$ cat src/rtl/alu_issue_ctrl.sv
// alu_issue_ctrl: issues one decoded ALU operation at a time and returns its result.
//   The request handshake (req_valid/req_ready) captures the operands and the decoded
//   alu_control in IDLE. One cycle is spent in EXEC while the external ALU computes,
//   then the result is held in RESP until it is accepted on the response handshake.
// Ports:
//   clk, rst_n                       clock, asynchronous active-low reset
//   req_valid/req_ready              request handshake (req_ready high only in IDLE)
//   alu_op, funct3, funct7_5, alu_src  decode fields (alu_src=1 selects imm as operand B)
//   rs1_data, rs2_data, imm          operand sources
//   alu_in1, alu_in2, alu_control    registered drive to the ALU
//   alu_result, zero_flag            combinational ALU return
//   rsp_valid/rsp_ready              response handshake (rsp_valid high only in RESP)
//   rsp_result, rsp_zero, rsp_branch_taken, rsp_illegal  response payload
module alu_issue_ctrl (
  input  logic        clk,
  input  logic        rst_n,
  input  logic        req_valid,
  output logic        req_ready,
  input  logic [1:0]  alu_op,
  input  logic [2:0]  funct3,
  input  logic        funct7_5,
  input  logic        alu_src,
  input  logic [31:0] rs1_data,
  input  logic [31:0] rs2_data,
  input  logic [31:0] imm,
  output logic [31:0] alu_in1,
  output logic [31:0] alu_in2,
  output logic [3:0]  alu_control,
  input  logic [31:0] alu_result,
  input  logic        zero_flag,
  output logic        rsp_valid,
  input  logic        rsp_ready,
  output logic [31:0] rsp_result,
  output logic        rsp_zero,
  output logic        rsp_branch_taken,
  output logic        rsp_illegal
);

  localparam logic [3:0] CtrlAnd = 4'b0000;
  localparam logic [3:0] CtrlOr  = 4'b0001;
  localparam logic [3:0] CtrlAdd = 4'b0010;
  localparam logic [3:0] CtrlSub = 4'b0100;
  localparam logic [3:0] CtrlSlt = 4'b1000;

  typedef enum logic [1:0] {StIdle, StExec, StResp} state_e;
  typedef enum logic [1:0] {BrNone, BrEq, BrNe} br_e;

  state_e      state_q, state_d;
  logic [31:0] in1_q, in1_d, in2_q, in2_d;
  logic [3:0]  ctrl_q, ctrl_d;
  logic        ill_q, ill_d;
  br_e         br_q, br_d;
  logic [31:0] res_q, res_d;
  logic        zero_q, zero_d, taken_q, taken_d, rsp_ill_q, rsp_ill_d;

  logic [3:0]  dec_ctrl;
  logic        dec_ill;
  br_e         dec_br;

  // Instruction decode of the request fields.
  always_comb begin
    dec_ctrl = CtrlAnd;
    dec_ill  = 1'b0;
    dec_br   = BrNone;
    unique case (alu_op)
      2'b00: dec_ctrl = CtrlAdd;
      2'b01: begin
        dec_ctrl = CtrlSub;
        if (funct3 == 3'b000)      dec_br = BrEq;
        else if (funct3 == 3'b001) dec_br = BrNe;
      end
      2'b10: begin
        unique case (funct3)
          // funct7_5 only selects SUB for register operands; immediates always add.
          3'b000:  dec_ctrl = (funct7_5 && !alu_src) ? CtrlSub : CtrlAdd;
          3'b111:  dec_ctrl = CtrlAnd;
          3'b110:  dec_ctrl = CtrlOr;
          3'b010:  dec_ctrl = CtrlSlt;
          default: dec_ill  = 1'b1;
        endcase
      end
      default: dec_ill = 1'b1;
    endcase
  end

  // Next-state and handshake outputs.
  always_comb begin
    state_d   = state_q;
    in1_d     = in1_q;
    in2_d     = in2_q;
    ctrl_d    = ctrl_q;
    ill_d     = ill_q;
    br_d      = br_q;
    res_d     = res_q;
    zero_d    = zero_q;
    taken_d   = taken_q;
    rsp_ill_d = rsp_ill_q;
    req_ready = 1'b0;
    rsp_valid = 1'b0;
    unique case (state_q)
      StIdle: begin
        req_ready = 1'b1;
        if (req_valid) begin
          in1_d   = rs1_data;
          in2_d   = alu_src ? imm : rs2_data;
          ctrl_d  = dec_ctrl;
          ill_d   = dec_ill;
          br_d    = dec_br;
          state_d = StExec;
        end
      end
      StExec: begin
        // Illegal ops report a forced zero result regardless of what the ALU returns.
        res_d     = ill_q ? 32'd0 : alu_result;
        zero_d    = ill_q | zero_flag;
        taken_d   = ((br_q == BrEq) && zero_flag) || ((br_q == BrNe) && !zero_flag);
        rsp_ill_d = ill_q;
        state_d   = StResp;
      end
      StResp: begin
        rsp_valid = 1'b1;
        if (rsp_ready) state_d = StIdle;
      end
      default: state_d = StIdle;
    endcase
  end

  always_ff @(posedge clk or negedge rst_n) begin
    if (!rst_n) begin
      state_q   <= StIdle;
      in1_q     <= 32'd0;
      in2_q     <= 32'd0;
      ctrl_q    <= CtrlAnd;
      ill_q     <= 1'b0;
      br_q      <= BrNone;
      res_q     <= 32'd0;
      zero_q    <= 1'b0;
      taken_q   <= 1'b0;
      rsp_ill_q <= 1'b0;
    end else begin
      state_q   <= state_d;
      in1_q     <= in1_d;
      in2_q     <= in2_d;
      ctrl_q    <= ctrl_d;
      ill_q     <= ill_d;
      br_q      <= br_d;
      res_q     <= res_d;
      zero_q    <= zero_d;
      taken_q   <= taken_d;
      rsp_ill_q <= rsp_ill_d;
    end
  end

  assign alu_in1          = in1_q;
  assign alu_in2          = in2_q;
  assign alu_control      = ctrl_q;
  assign rsp_result       = res_q;
  assign rsp_zero         = zero_q;
  assign rsp_branch_taken = taken_q;
  assign rsp_illegal      = rsp_ill_q;

endmodule

$ cat config.mk
export PLATFORM = sky130hd
export DESIGN_NAME = alu_issue_ctrl
export DESIGN_NICKNAME = d
export VERILOG_FILES = /design/src/rtl/alu_issue_ctrl.sv
export SDC_FILE = /design/constraint.sdc
export NUM_CORES = 1
export LEC_CHECK = 0
export BUFFER_PORTS_ARGS = -buffer_cell sky130_fd_sc_hd__buf_2
export CAP_MARGIN = 30
export CORE_ASPECT_RATIO = 1.2
export CORE_MARGIN = 2
export CORE_UTILIZATION = 50
export CTS_BUF_LIST = sky130_fd_sc_hd__clkbuf_2
export DETAILED_ROUTE_END_ITERATION = 8
export GPL_TIMING_DRIVEN = 0
export PLACE_DENSITY = 0.88
export SYNTH_ARGS = -nofsm -noshare
export SYNTH_HDL_FRONTEND = slang
export SYNTH_SLANG_ARGS = --single-unit
$ cat constraint.sdc
create_clock -name clk -period 3.8 [get_ports clk]
set_clock_uncertainty 0.15 [all_clocks]
set_input_delay 0.19 -clock clk [delete_from_list [all_inputs] [get_ports clk]]
set_output_delay 0.19 -clock clk [all_outputs]
set_load 0.005 [all_outputs]
==> results of run 1 <==
[cell usage in the layout (no fill, tap or decap), types with 3 or more instances in the layout]
| master | synthesis | final |
|---|---|---|
| dlygate4sd3_1 | 0 | 144 |
| nor2_1 | 3 | 3 |
| mux2i_1 | 32 | 32 |
| clkbuf_1 | 15 | 15 |
| buf_2 | 12 | 254 |
| nand2_1 | 171 | 171 |
| clkbuf_2 | 0 | 12 |
| o21ai_0 | 69 | 69 |
| buf_4 | 2 | 3 |
| nand2b_1 | 38 | 38 |
| dfrtp_1 | 108 | 108 |
[timing repair]
item | CTS | global route
hold endpoints to repair | 214 | 0
hold buffers | 144 | 0
resized for setup | 0 | 0
[worst paths after layout]
kind	from	end	slack (ps)	cells after the start
setup / recovery	rst_n	alu_in1[11]	1410	4
hold / removal	rs1_data[29]	alu_in1[29]	150	4
setup reg to reg	state_q[1]	br_q[1]	1520	7
hold reg to reg	alu_in1[30]	alu_in1[30]	360	2
max in group clk	state_q[1]	br_q[1]	1520	7
min in group asynchronous	rst_n	alu_in1[20]	450	3
[area by class of cell]
cell class	count	area share
sequential	108	0.361
timing repair buffer	388	0.359
multi-input combinational	330	0.224
buffer	31	0.0205
tap	120	0.0200
clock buffer	12	0.00802
clock inverter	4	0.00668
inverter	2	0.00100
[logic make-up (layout without fill, tap and decap cells)]
family	after synthesis	after routing	share of synthesized area
AND/OR/NAND/NOR	220	220	0.208
buffers and inverters	33	437	0.0355
flip-flops	108	108	0.595
AO/OA/AOI/OAI	77	77	0.0887
multiplexers	33	33	0.0730
[state kept, by name, indices dropped and copies added (netlist names)]
register          flops
ill_q                 1
alu_in1              32
rsp_zero              1
rsp_result           32
br_q                  2
rsp_branch_taken      1
rsp_illegal           1
state_q               2
alu_in2              32
alu_control           4
[where the power goes]
group          leakage, nW  internal, W  switching (W)
Combinational         2.59     0.000864        0.00103
Clock               0.0698     0.000159       0.000365
Sequential            1.35      0.00165       0.000312
[metal layers]
| metal | wire length (um) | vias to the layer above | share of wire | track usage |
|---|---|---|---|---|
| met1 | 6220 | 2467 | 0.35 | 0.375 |
| li1 | - | 2311 | - | - |
| met5 | 0 | - | 0 | 0 |
| met2 | 9140 | 306 | 0.52 | 0.642 |
| met4 | 826 | 0 | 0.047 | 0.216 |
| met3 | 1360 | 75 | 0.077 | 0.0976 |
[per-stage QoR]
stage | utilization | cell area (um2) | hold slack (ps) | setup WS [ps] | std cells
6_report | 0.838 | 7490 | 145 | 1410 | 995
5_1_grt | 0.838 | 7490 | 145 | 1220 | 995
4_1_cts | 0.838 | 7490 | 136 | 1380 | 995
3_5_place_dp | 0.664 | 5940 | 125 | 2040 | 835
3_3_place_gp | 0.661 | 5910 | 230 | 1280 | 834
2_1_floorplan | - | 4540 | -256 | 2230 | 471
[tightest hold or removal path: cells and delay by family]
| family | cells | cell delay (ps) |
|---|---|---|
| buffers and inverters | 2 | 600 |
| AND/OR/NAND/NOR | 2 | 90 |
==> results.toml, run 1 <==
[logic_synthesis]
yosysTopAreaCell = "dfrtp_1"
synth_top_area_share = 0.595
ys.flop_type = "dfrtp_1"
yosysWarnings = 0
syn-num-nets = 611
synth.most_common_cell = "nand2_1"
synthCells = 471
avgSynthCellArea_um2 = 9.65
synth-seq-cells = 108
syn-cell-area_mm2 = 0.00454
yosys.cell_types.count = 26
synthTopCellsByArea = "dfrtp_1 (59%), nand2_1 (14%), o21ai_0 (7.6%)"
synth_commonest_cells = "nand2_1 (171), dfrtp_1 (108), o21ai_0 (69), nand2b_1 (38), mux2i_1 (32)"
synth_edf_count = 0
synthArstFlopShare = 1.00
ys_seq_area_frac = 0.595

[outcome]
run_status = "completed"

[worst_setup_path]
required_ps = 4310
crit_path_cell_trace = "dlygate4sd3_1 -> dlygate4sd3_1 -> buf_4 -> dlygate4sd3_1"
cp_num_buf_inv = 4
cp-end-kind = "asynchronous set/reset pin"
cpMostUsedCell = "dlygate4sd3_1"
cp_slowest_cell = "dlygate4sd3_1"
critPathArrivalTime_ps = 2900
crit_fanout = 34
crit_path_start_kind = "input pin"
max_stage_delay_ps = 1230
critPathTopFamily = "buffers and inverters"
crit_type = "in -> async"

[placed_design]
port_buffers = 243
gp_congestion = 0.859
hpwlAfterDp_um = 9750

[global_routing]
grt.overflow.total = 0
grt.total_usage = 0.358
grt_pass1_vias = 5610
grt_pass1_wl_um = 27300
grt_max_degree = 58
antenna_found_initial = 0

[die]
fp.dieH_um = 108
io_pins = 245
die_area_mm2 = 0.00987
core_mm2 = 0.00894
fp-row-count = 38
die_w_um = 91.0
start_util = 0.508

[timing]
period_needed_ps = 2390
worst-slew-pin-transition_ps = 915
slew_viol_final = 0
slew_headroom = 0.388
hold_viol_final = 0
max_freq_mhz = 418
final.period_utilization = 0.630
setup_viol_count_final = 0
rsz0062_at_grt = "no"
finalSetupTns_ps = 0

[job]
drv_cap = 0

[detailed_routing]
drt-total-wl_um = 17500
first_pass_iters = 5
wire_per_inst_um = 17.6
vias_per_cell = 5.18
dr_total_vias = 5159
drc = 0
drtAntennaViolNets = 0
drt_iter0_markers = 335

[final_layout]
regArea_mm2 = 0.00270
drive_above_1_share = 0.319
nets = 1010
diodes = 0
area_growth_pct = 64.9
multi_input_area_mm2 = 0.00168
num-fill-cells = 457

[clocking]
clk_latency_ps = 580
clockBufferDepth = 2
clkTransAtPathRegs_ps = 280
root_buffer = "clkbuf_2"
h-tree-depth = 3
cts_made_buffers = 9
clock_sinks = 108
postCtsSetupRepairBufs = 0
cts_tree = "done"

[power]
ir_drop_mv = 0.371
p_total_w = 0.00438
power_density_mw_per_mm2 = 585
p_leak_nw = 4.01

[min_path]
hp-class = "in -> reg"
(Power assumes the default switching activity.)
==> run 2: changes to the inputs <==
- CORE_UTILIZATION: 50 -> 46
- PLACE_DENSITY: 0.88 -> 0.82
- clock period: 3.8 -> 2.24 ns (I/O delays scaled with it)
==> results.toml, run 2 (synthesis gave the netlist of run 1 again) <==
[outcome]
run_status = "completed"

[final_layout]
regArea_mm2 = 0.00270
fin_area_mm2 = 0.00748
num-fill-cells = 583
layout_common_cells = "buf_2 (254), nand2_1 (171), dlygate4sd3_1 (140), dfrtp_1 (108), o21ai_0 (69)"
mostFrequentLayoutCell = "buf_2"
nets = 1006
area_growth_pct = 64.6
fin_util = 0.782
multi_input_area_mm2 = 0.00168
drive_above_1_share = 0.320

[min_path]
holdPathStages = 4
min_to = "alu_control[1]"
min_from = "alu_src"
hp-class = "in -> reg"

[die]
io_pins = 245
die_area_mm2 = 0.0107
fp-row-count = 39
start_util = 0.475
fp.dieH_um = 113
core_mm2 = 0.00956
die_w_um = 94.7

[job]
drv_cap = 0

[clocking]
cts_resized = 0
clockBufferDepth = 2
postCtsSetupRepairBufs = 0
clk_latency_ps = 550
ctsHoldBuffers = 140
cts_made_buffers = 9
root_buffer = "clkbuf_2"
h-tree-depth = 3
clock_sinks = 108
cts_tree = "done"
clkTransAtPathRegs_ps = 280

[power]
p_leak_nw = 4.00
p_total_w = 0.00745
power_density_mw_per_mm2 = 996
ir_drop_mv = 0.585

[worst_setup_path]
r2r_slack_ps = 370
r2r_start = "state_q[1]"
required_ps = 2540
reg2regPathDepth = 6
crit_fanout = 10
crit_path_start_kind = "register"
crit_type = "reg -> reg"
r2r_end = "alu_in2[1]"
critPathArrivalTime_ps = 2160
cp-end-kind = "register"

[global_routing]
grt_max_degree = 62
grt_pass1_vias = 5427
grt_pass1_wl_um = 25800
grt.overflow.total = 0
antenna_found_initial = 1
grt.total_usage = 0.314

[timing]
hold_viol_final = 0
max_freq_mhz = 536
finalSetupTns_ps = 0
worst-slew-pin-transition_ps = 634
slew_viol_final = 0
rsz0062_at_grt = "no"
setup_viol_count_final = 0
slew_headroom = 0.577
setup_slack_ps = 374
period_needed_ps = 1870
final.period_utilization = 0.833

[placed_design]
hpwlAfterDp_um = 9460
port_buffers = 243
gp_congestion = 0.811
preCtsSetupSlack_ps = 444
place_area_mm2 = 0.00594

[detailed_routing]
wire_per_inst_um = 16.5
drt-total-wl_um = 16400
dr_total_vias = 5059
drc = 0
drtAntennaViolNets = 0
drt_iter0_markers = 268
vias_per_cell = 5.08
first_pass_iters = 5
-- run 2: cell count changes in the layout (fill, tap and decap cells not counted), sizes merged --
cell         delta
diode           +1
dlygate4sd3     -4
bufinv          +1
clkbuf          -1
-- run 2: worst max path at each step --
stage | startpoint | end | slack, ps | cells past startpoint
finish | state_q[1] | alu_in2[1] | 370 | 6
global route | state_q[1] | alu_in2[1] | 320 | 6
CTS | state_q[1] | alu_in2[19] | 430 | 6
detailed placement | state_q[1] | alu_in2[1] | 440 | 6
global placement | rst_n | alu_in2[7] | -230 | 1
floorplan | state_q[1] | br_q[1] | 670 | 6
-- run 2: worst max-delay path: stages (launching register included) --
cell     delay, ps
dfrtp_1        470
or3b_1         370
buf_2          190
buf_6          160
buf_2          200
nand2_1        100
o21ai_0        120
-- run 2: layout make-up --
type | count | share of cell area
flip-flops and latches | 108 | 0.361
repair buffers | 384 | 0.354
multi-input cells | 330 | 0.225
plain buffers | 31 | 0.0206
well taps | 123 | 0.0206
clock inverters | 5 | 0.0102
clock buffers | 11 | 0.00736
inverters | 2 | 0.00100
diodes | 1 | 0.000335
-- run 2: through the flow --
step | hold slack (ps) | cells
after global placement | 152 | 837
after floorplan | -334 | 471
after detailed placement | 25.0 | 838
after global routing | 12.6 | 995
after CTS | 2.62 | 994
final | 40.0 | 995
-- run 2: metal layers --
layer  track usage  share of wire  vias up
li1              -              -     2304
met2         0.557           0.51      289
met1         0.336           0.36     2387
met3        0.0639          0.067       79
met4         0.198          0.058        0
met5             0              0        -
-- run 2: power breakdown --
| part | switching (W) | internal [W] | leakage (nW) |
|---|---|---|---|
| registers | 0.000520 | 0.00280 | 1.35 |
| logic | 0.00168 | 0.00144 | 2.57 |
| clock network | 0.000629 | 0.000372 | 0.0796 |
| total | 0.00283 | 0.00461 | 4.00 |
